File: src/rtl/cpu_pkg.sv
// Shared CPU datapath definitions: widths, divider FSM encoding and sign helpers
// used by both the iterative divider and the multiplier.
package cpu_pkg;

  localparam int DATA_W = 32;
  localparam int CNT_W  = 6;

  typedef enum logic [1:0] {
    IDLE = 2'd0,
    BUSY = 2'd1,
    FIX  = 2'd2,
    DONE = 2'd3
  } div_state_t;

  function automatic logic [DATA_W-1:0] negate(input logic [DATA_W-1:0] x);
    return (~x) + DATA_W'(1);
  endfunction

  // Two's-complement magnitude; the most negative value maps onto itself (mod 2^DATA_W).
  function automatic logic [DATA_W-1:0] abs_val(input logic [DATA_W-1:0] x,
                                                 input logic             sign_en);
    return (sign_en && x[DATA_W-1]) ? negate(x) : x;
  endfunction

endpackage

File: src/rtl/div_step.sv
// One radix-2 restoring division step: shift {rem,quo} left, try subtracting
// the divisor from the widened remainder, keep the result if it did not borrow.
module div_step #(
  parameter int W = 32
) (
  input  logic [W-1:0] rem,
  input  logic [W-1:0] quo,
  input  logic [W-1:0] divisor,
  output logic [W-1:0] rem_next,
  output logic [W-1:0] quo_next
);

  logic [W:0] rem_shift;
  logic [W:0] trial;

  assign rem_shift = {rem, quo[W-1]};
  assign trial     = rem_shift - {1'b0, divisor};

  always_comb begin
    if (!trial[W]) begin
      rem_next = trial[W-1:0];
      quo_next = {quo[W-2:0], 1'b1};
    end else begin
      rem_next = rem_shift[W-1:0];
      quo_next = {quo[W-2:0], 1'b0};
    end
  end

endmodule

File: src/rtl/seq_divider.sv
// Iterative signed/unsigned divider for DIV/DIVU (quotient -> LO, remainder -> HI).
// Define SEQ_DIVIDER_ZERO_FAST_EN to short-circuit division by zero straight to FIX.
module seq_divider #(
  parameter int DATA_W = cpu_pkg::DATA_W,
  parameter int CNT_W  = cpu_pkg::CNT_W
) (
  input  logic              clk,
  input  logic              reset,
  input  logic              div_begin,
  input  logic              div_sign,
  input  logic [DATA_W-1:0] div_op1,
  input  logic [DATA_W-1:0] div_op2,
  output logic [DATA_W-1:0] div_result,
  output logic [DATA_W-1:0] div_remainder,
  output logic              div_end
);

  import cpu_pkg::*;

  localparam logic [CNT_W-1:0] LAST_CNT = CNT_W'(DATA_W - 1);

  div_state_t        state_q, state_d;
  logic [CNT_W-1:0]  cnt_q, cnt_d;
  logic [DATA_W-1:0] rem_q, rem_d;
  logic [DATA_W-1:0] quo_q, quo_d;
  logic [DATA_W-1:0] dvs_q, dvs_d;
  logic              qsign_q, qsign_d;
  logic              rsign_q, rsign_d;
  logic [DATA_W-1:0] result_q, result_d;
  logic [DATA_W-1:0] remainder_q, remainder_d;

  logic [DATA_W-1:0] step_rem;
  logic [DATA_W-1:0] step_quo;
  logic              zero_fast;

`ifdef SEQ_DIVIDER_ZERO_FAST_EN
  assign zero_fast = (div_op2 == '0);
`else
  assign zero_fast = 1'b0;
`endif

  div_step #(.W(DATA_W)) u_step (
    .rem      (rem_q),
    .quo      (quo_q),
    .divisor  (dvs_q),
    .rem_next (step_rem),
    .quo_next (step_quo)
  );

  always_ff @(posedge clk or posedge reset) begin
    if (reset) begin
      state_q <= IDLE;
    end else begin
      state_q <= state_d;
    end
  end

  always_comb begin
    state_d = state_q;
    case (state_q)
      IDLE:    if (div_begin) state_d = zero_fast ? FIX : BUSY;
      BUSY:    if (cnt_q == LAST_CNT) state_d = FIX;
      FIX:     state_d = DONE;
      DONE:    state_d = IDLE;
      default: state_d = IDLE;
    endcase
  end

  always_comb begin
    div_end = (state_q == DONE);
  end

  always_comb begin
    cnt_d       = cnt_q;
    rem_d       = rem_q;
    quo_d       = quo_q;
    dvs_d       = dvs_q;
    qsign_d     = qsign_q;
    rsign_d     = rsign_q;
    result_d    = result_q;
    remainder_d = remainder_q;
    case (state_q)
      IDLE: begin
        if (div_begin) begin
          // The dividend magnitude enters through the quotient register and shifts out into rem.
          quo_d   = abs_val(div_op1, div_sign);
          dvs_d   = abs_val(div_op2, div_sign);
          rem_d   = '0;
          qsign_d = div_sign & (div_op1[DATA_W-1] ^ div_op2[DATA_W-1]);
          rsign_d = div_sign & div_op1[DATA_W-1];
          cnt_d   = '0;
          if (zero_fast) begin
            quo_d = '1;
            rem_d = abs_val(div_op1, div_sign);
          end
        end
      end
      BUSY: begin
        rem_d = step_rem;
        quo_d = step_quo;
        cnt_d = cnt_q + CNT_W'(1);
      end
      FIX: begin
        result_d    = qsign_q ? negate(quo_q) : quo_q;
        remainder_d = rsign_q ? negate(rem_q) : rem_q;
      end
      default: ;
    endcase
  end

  always_ff @(posedge clk or posedge reset) begin
    if (reset) begin
      cnt_q       <= '0;
      rem_q       <= '0;
      quo_q       <= '0;
      dvs_q       <= '0;
      qsign_q     <= 1'b0;
      rsign_q     <= 1'b0;
      result_q    <= '0;
      remainder_q <= '0;
    end else begin
      cnt_q       <= cnt_d;
      rem_q       <= rem_d;
      quo_q       <= quo_d;
      dvs_q       <= dvs_d;
      qsign_q     <= qsign_d;
      rsign_q     <= rsign_d;
      result_q    <= result_d;
      remainder_q <= remainder_d;
    end
  end

  assign div_result    = result_q;
  assign div_remainder = remainder_q;

endmodule
File: config.mk
export PLATFORM = sky130hd
export DESIGN_NAME = seq_divider
export DESIGN_NICKNAME = d
export VERILOG_FILES = /design/src/rtl/cpu_pkg.sv /design/src/rtl/div_step.sv /design/src/rtl/seq_divider.sv
export SDC_FILE = /design/constraint.sdc
export NUM_CORES = 1
export LEC_CHECK = 0
export BUFFER_PORTS_ARGS = -buffer_cell sky130_fd_sc_hd__buf_2
export CAP_MARGIN = 20
export CORE_ASPECT_RATIO = 1.1
export CORE_MARGIN = 2
export CORE_UTILIZATION = 52
export CTS_CLUSTER_SIZE = 8
export DETAILED_ROUTE_END_ITERATION = 10
export GPL_TIMING_DRIVEN = 0
export PLACE_DENSITY = 0.74
export SLEW_MARGIN = 15
export SYNTH_ARGS = -nofsm -noshare
export SYNTH_HDL_FRONTEND = slang
export SYNTH_SLANG_ARGS = --single-unit
File: constraint.sdc
create_clock -name clk -period 12.2 [get_ports clk]
set_clock_uncertainty 0.15 [all_clocks]
set_input_delay 1.83 -clock clk [delete_from_list [all_inputs] [get_ports clk]]
set_output_delay 1.83 -clock clk [all_outputs]
set_load 0.02 [all_outputs]
Yosys cells after proc, flatten, opt, wreduce, memory -nomap -nowiden
Cells that the tools add are included.

cells by class
  add/sub/neg operators = 6
  equal/unequal tests = 6
  mux-type cells = 15
  bitwise gates (word level) = 7
  reduce and logical (&&, ||, !) cells = 7

operators by type and width
  kind                                                  count
  two-way mux 32 bit                                    7
  adder 32 x 1 -> 32 bit (second input constant)        4
  inverter 32 bit                                       4
  case mux 32 bit (2 select lines)                      2
  subtractor 33 x 32 -> 33 bit                          1
  case mux 6 bit (2 select lines)                       1
  case mux 2 bit (4 select lines)                       1
  adder 6 x 1 -> 6 bit (second input constant)          1
  equality test 6 x 5 -> 1 bit (second input constant)  1
  two-way mux 6 bit                                     1
  AND reduction 2 bit                                   3
  equality test 2 bit (second input constant)           2
  two-way mux 2 bit                                     2
  inequality test 2 bit (second input constant)         2
  AND 1 bit                                             2
  equality test 2 x 1 -> 1 bit (second input constant)  1
  logical AND 1 bit                                     2
  zero test 2 bit                                       1
  nonzero test 2 bit                                    1
  two-way mux 1 bit                                     1
  XOR 1 bit                                             1

word-level totals
  bits in registers = 170
  input bits = 68
  output and inout port bits = 65

Longest topological paths before layout
  depth after elaboration = 5
  depth in mapped cells = 14
  mapped depth without buffers = 11

By module
Synthesis repeated with hierarchy kept, for this count alone.

unflattened totals
  cells, all modules = 1362
  area, all modules = 11781.3 µm²

modules (own cells, without submodules)
  module       instances  cells an instance  area an instance (µm²)  sequential area each (µm²)
  seq_divider  1          1020               9292.7                  4254.1
  div_step     1          342                2488.6                  0.0

Least setup slack after synthesis
Ideal clock, no wire load.

  kind = input to register
  start point = input port div_op2[0]
  end point = register dvs_q[29]
  library setup time = 0.130 ns
  arrival time = 3.760 ns
  data required time = 11.920 ns
  path slack = 8.160 ns
  cell stages on the path = 8
  cell sequence = or4_1 > nor4b_2 > and2_1 > nand2_1 > or2_1 > o41ai_1 > xor2_1 > o21ai_1

between the ends
  word-level cells in the longest chain between the ends = 3

RTL lines
  item                    RTL line            RTL
  start, declared         seq_divider.sv:12   input logic [DATA_W-1:0] div_op2,
  inverter 32 bit         cpu_pkg.sv:16       return (~x) + DATA_W'(1);
  adder 32 x 1 -> 32 bit  cpu_pkg.sv:16
  two-way mux 32 bit      cpu_pkg.sv:22       return (sign_en && x[DATA_W-1]) ? negate(x) : x;
  end signal, assigned    seq_divider.sv:125  dvs_q <= dvs_d;
  end, declared           seq_divider.sv:26   logic [DATA_W-1:0] dvs_q, dvs_d;

No other way between the ends.
A chain may end at the register's enable or synchronous reset.

Worst setup path after layout
  start point = input port div_begin
  end point = register rem_q[10]

between the ends
  word-level cells in the longest chain between the ends = 2

RTL lines
  item                             RTL line            RTL
  start, declared                  seq_divider.sv:9    input logic div_begin,
  inequality test 2 bit (no line)  --
  AND reduction 2 bit (no line)    --
  end signal, assigned             seq_divider.sv:123  rem_q <= rem_d;
  end, declared                    seq_divider.sv:24   logic [DATA_W-1:0] rem_q, rem_d;

No other way between the ends.

==> impl_metrics.toml <==
[final_layout]
seq_area_um2 = 4250
nets = 1626
area_growth_pct = 14.3
final_layout_size_suffix_gt1_share_pct = 13.0
antenna_cells = 0
final_common_cell = "dfrtp_1"
nFillCells = 1954
multi_input_area_um2 = 6680
final_cells = 1819
layout_common_cells = "dfrtp_1 (170), nand2_1 (157), a21oi_1 (140)"

[detailed_routing]
wl_um = 31900
route.vias.total = 10787
postRouteAntennaNets = 0
drt_iter0_markers = 905
first_pass_iters = 7
wl_per_cell_um = 17.5
viasPerCell = 5.93
drc_errors = 0

[global_route]
antenna_found_initial = 0
grt_pass1_wl_um = 52000
grt_max_degree = 101
first_global_vias = 10224
grtUsageTotal_pct = 27.5
gr-total-overflow = 0

[yosys]
ys_seq_elements = 170
ys_async_sr_fraction_pct = 100
avgSynthCellArea_um2 = 8.39
synth_edf_count = 0
syn_area_um2 = 11500
ys.flop_type = "dfrtp_1"
synth.yosys.seq_area_share_pct = 37.1
synth_cell_types = 71
synth_nets = 1475
yosys_warnings = 0
syn_inst = 1365

[timing]
fin_setup_tns_ns = 0
finalCriticalPeriod_ns = 4.27
setup_viol_count_final = 0
hold-worst-slack_ns = 0.331
max_freq_mhz = 234
finalMaxSlewViolations = 0
hold_viol_final = 0
rsz0062_at_grt = "false"
tightest_slew_ns = 0.808
fin_crit_sh_pct = 35.0
max-slew-margin-rel_pct = 45.6

[clock_tree]
clk_pin_slew_worst_paths_ns = 0.07
clk-insertion-delay-late_ns = 0.44
cts_buffers = 17
cts-root-buf = "clkbuf_16"
post-cts-setup-buffers = 0
cts_tree = "done"
clk_path_buf_depth = 2
htree_levels = 4
cts_hold_buf = 0
numClockSinks = 170
cts_resized = 0

[critical_path]
worstPathArrival_ns = 4.47
cp_max_fo = 10
cp_data_required_time_ns = 12.40
end_kind = "flop"
path_class = "primary input to flop"
critPathLaunchType = "primary input"

[power_and_ir_drop]
ir_drop_mv = 0.129
leakagePower_nw = 5.66
p_per_area_nw_per_um2 = 295

[place]
dp.cells = 1787
place.gp.congestion = 0.924
portBuffers = 131
place_hpwl_um = 24200

[die]
die_h_um = 160
ios = 133
start_util_pct = 53.3
std_cell_rows = 56
fp.dieArea_um2 = 23200
die_x_um = 146
core_um2 = 21500

[flow_run]
cap_violations = 0

[run_status]
status = "complete, no violations"

[min_path]
hold_class = "flop to flop"
flip-flops by register name, summed over array words and instances, names as in the netlist:
| name | cells |
|---|---|
| div_remainder | 32 |
| cnt_q | 6 |
| quo_q | 32 |
| div_result | 32 |
| qsign_q | 1 |
| dvs_q | 32 |
| state_q | 2 |
| rem_q | 32 |
| rsign_q | 1 |
synth_stat cells, types with 12 or more instances:
cell	count	area share [%]
dfrtp_1	170	37
inv_1	59	1.9
nand3_1	26	1.1
a21o_1	12	0.79
nor3_1	19	0.83
or4_1	12	0.79
nand2_1	157	5.1
ha_1	41	4.5
a21oi_1	140	6.1
nand4_1	23	1.3
or3_1	20	1.1
o21ai_0	108	4.7
xor2_1	86	6.6
o31ai_1	28	1.8
xnor2_1	51	3.9
clkbuf_1	69	2.3
nor2_1	104	3.4
o211ai_1	28	1.8
area by class of cell:
class,instances,area share [%]
clock inverter,14,1.19
clock buffer,18,3.28
inverter,60,1.78
tap,290,2.77
buffer,79,2.29
sequential,170,32.5
timing repair buffer,132,5.22
multi-input combinational,1056,51.0
path summary, 6_finish.rpt:
| kind | end | slack (ns) | from | cells after the start |
|---|---|---|---|---|
| setup / recovery | rem_q[10]$_DFFE_PP0P_ | 7.93 | div_begin | 9 |
| hold / removal | dvs_q[16]$_DFFE_PP0P_ | 0.33 | dvs_q[16]$_DFFE_PP0P_ | 2 |
| max in group asynchronous | dvs_q[12]$_DFFE_PP0P_ | 9.74 | reset | 3 |
| hold reg to reg | dvs_q[16]$_DFFE_PP0P_ | 0.33 | dvs_q[16]$_DFFE_PP0P_ | 2 |
| min in group asynchronous | div_remainder[18]$_DFFE_PP0P_ | 1.29 | reset | 2 |
| setup reg to reg | quo_q[0]$_DFFE_PP0P_ | 8.30 | rem_q[24]$_DFFE_PP0P_ | 10 |
stage by stage:
stage               utilization [%]  area (µm²)  worst slack (ns)  total power, mW
floorplan                         -       11500              5.62             2.64
global placement               58.0       12500              3.88             3.22
detailed placement             58.2       12500              7.56             3.28
CTS                            60.9       13100              8.00             3.84
global route                   60.9       13100              7.74             4.18
finish                         60.9       13100              7.93             3.87
metal layers:
layer / GRT usage (%) / up-vias / wire (µm)
li1: - / 5206 / -
met1: 40.0 / 5091 / 14700
met2: 43.0 / 451 / 14200
met3: 4.51 / 39 / 2510
met4: 7.22 / 0 / 533
met5: 0 / - / 0
kinds of logic after synthesis:
group / Yosys count / share of synthesized area (%)
simple gates: 435 / 18.6
compound gates: 424 / 22.8
flops: 170 / 37.1
buf+inv: 139 / 4.59
xor+xnor: 137 / 10.5
fa+ha+maj: 42 / 4.65
mux: 18 / 1.69
worst max-delay path: stages:
cell and delay [ns]:
clkbuf_1 0.31, nand2b_1 0.16, clkbuf_1 0.40, and2_1 0.21
clkbuf_1 0.34, clkbuf_1 0.46, clkbuf_1 0.42, o2111ai_1 0.19
o211ai_1 0.14
report_power, final:
| group | leakage (nW) | internal [mW] | switching [mW] | total [mW] |
|---|---|---|---|---|
| Clock | 0.279 | 0.291 | 0.255 | 0.545 |
| Sequential | 2.05 | 0.825 | 0.272 | 1.10 |
| Combinational | 3.33 | 0.824 | 1.40 | 2.23 |
| Total | 5.66 | 1.94 | 1.93 | 3.87 |
(Power assumes the default switching activity.)
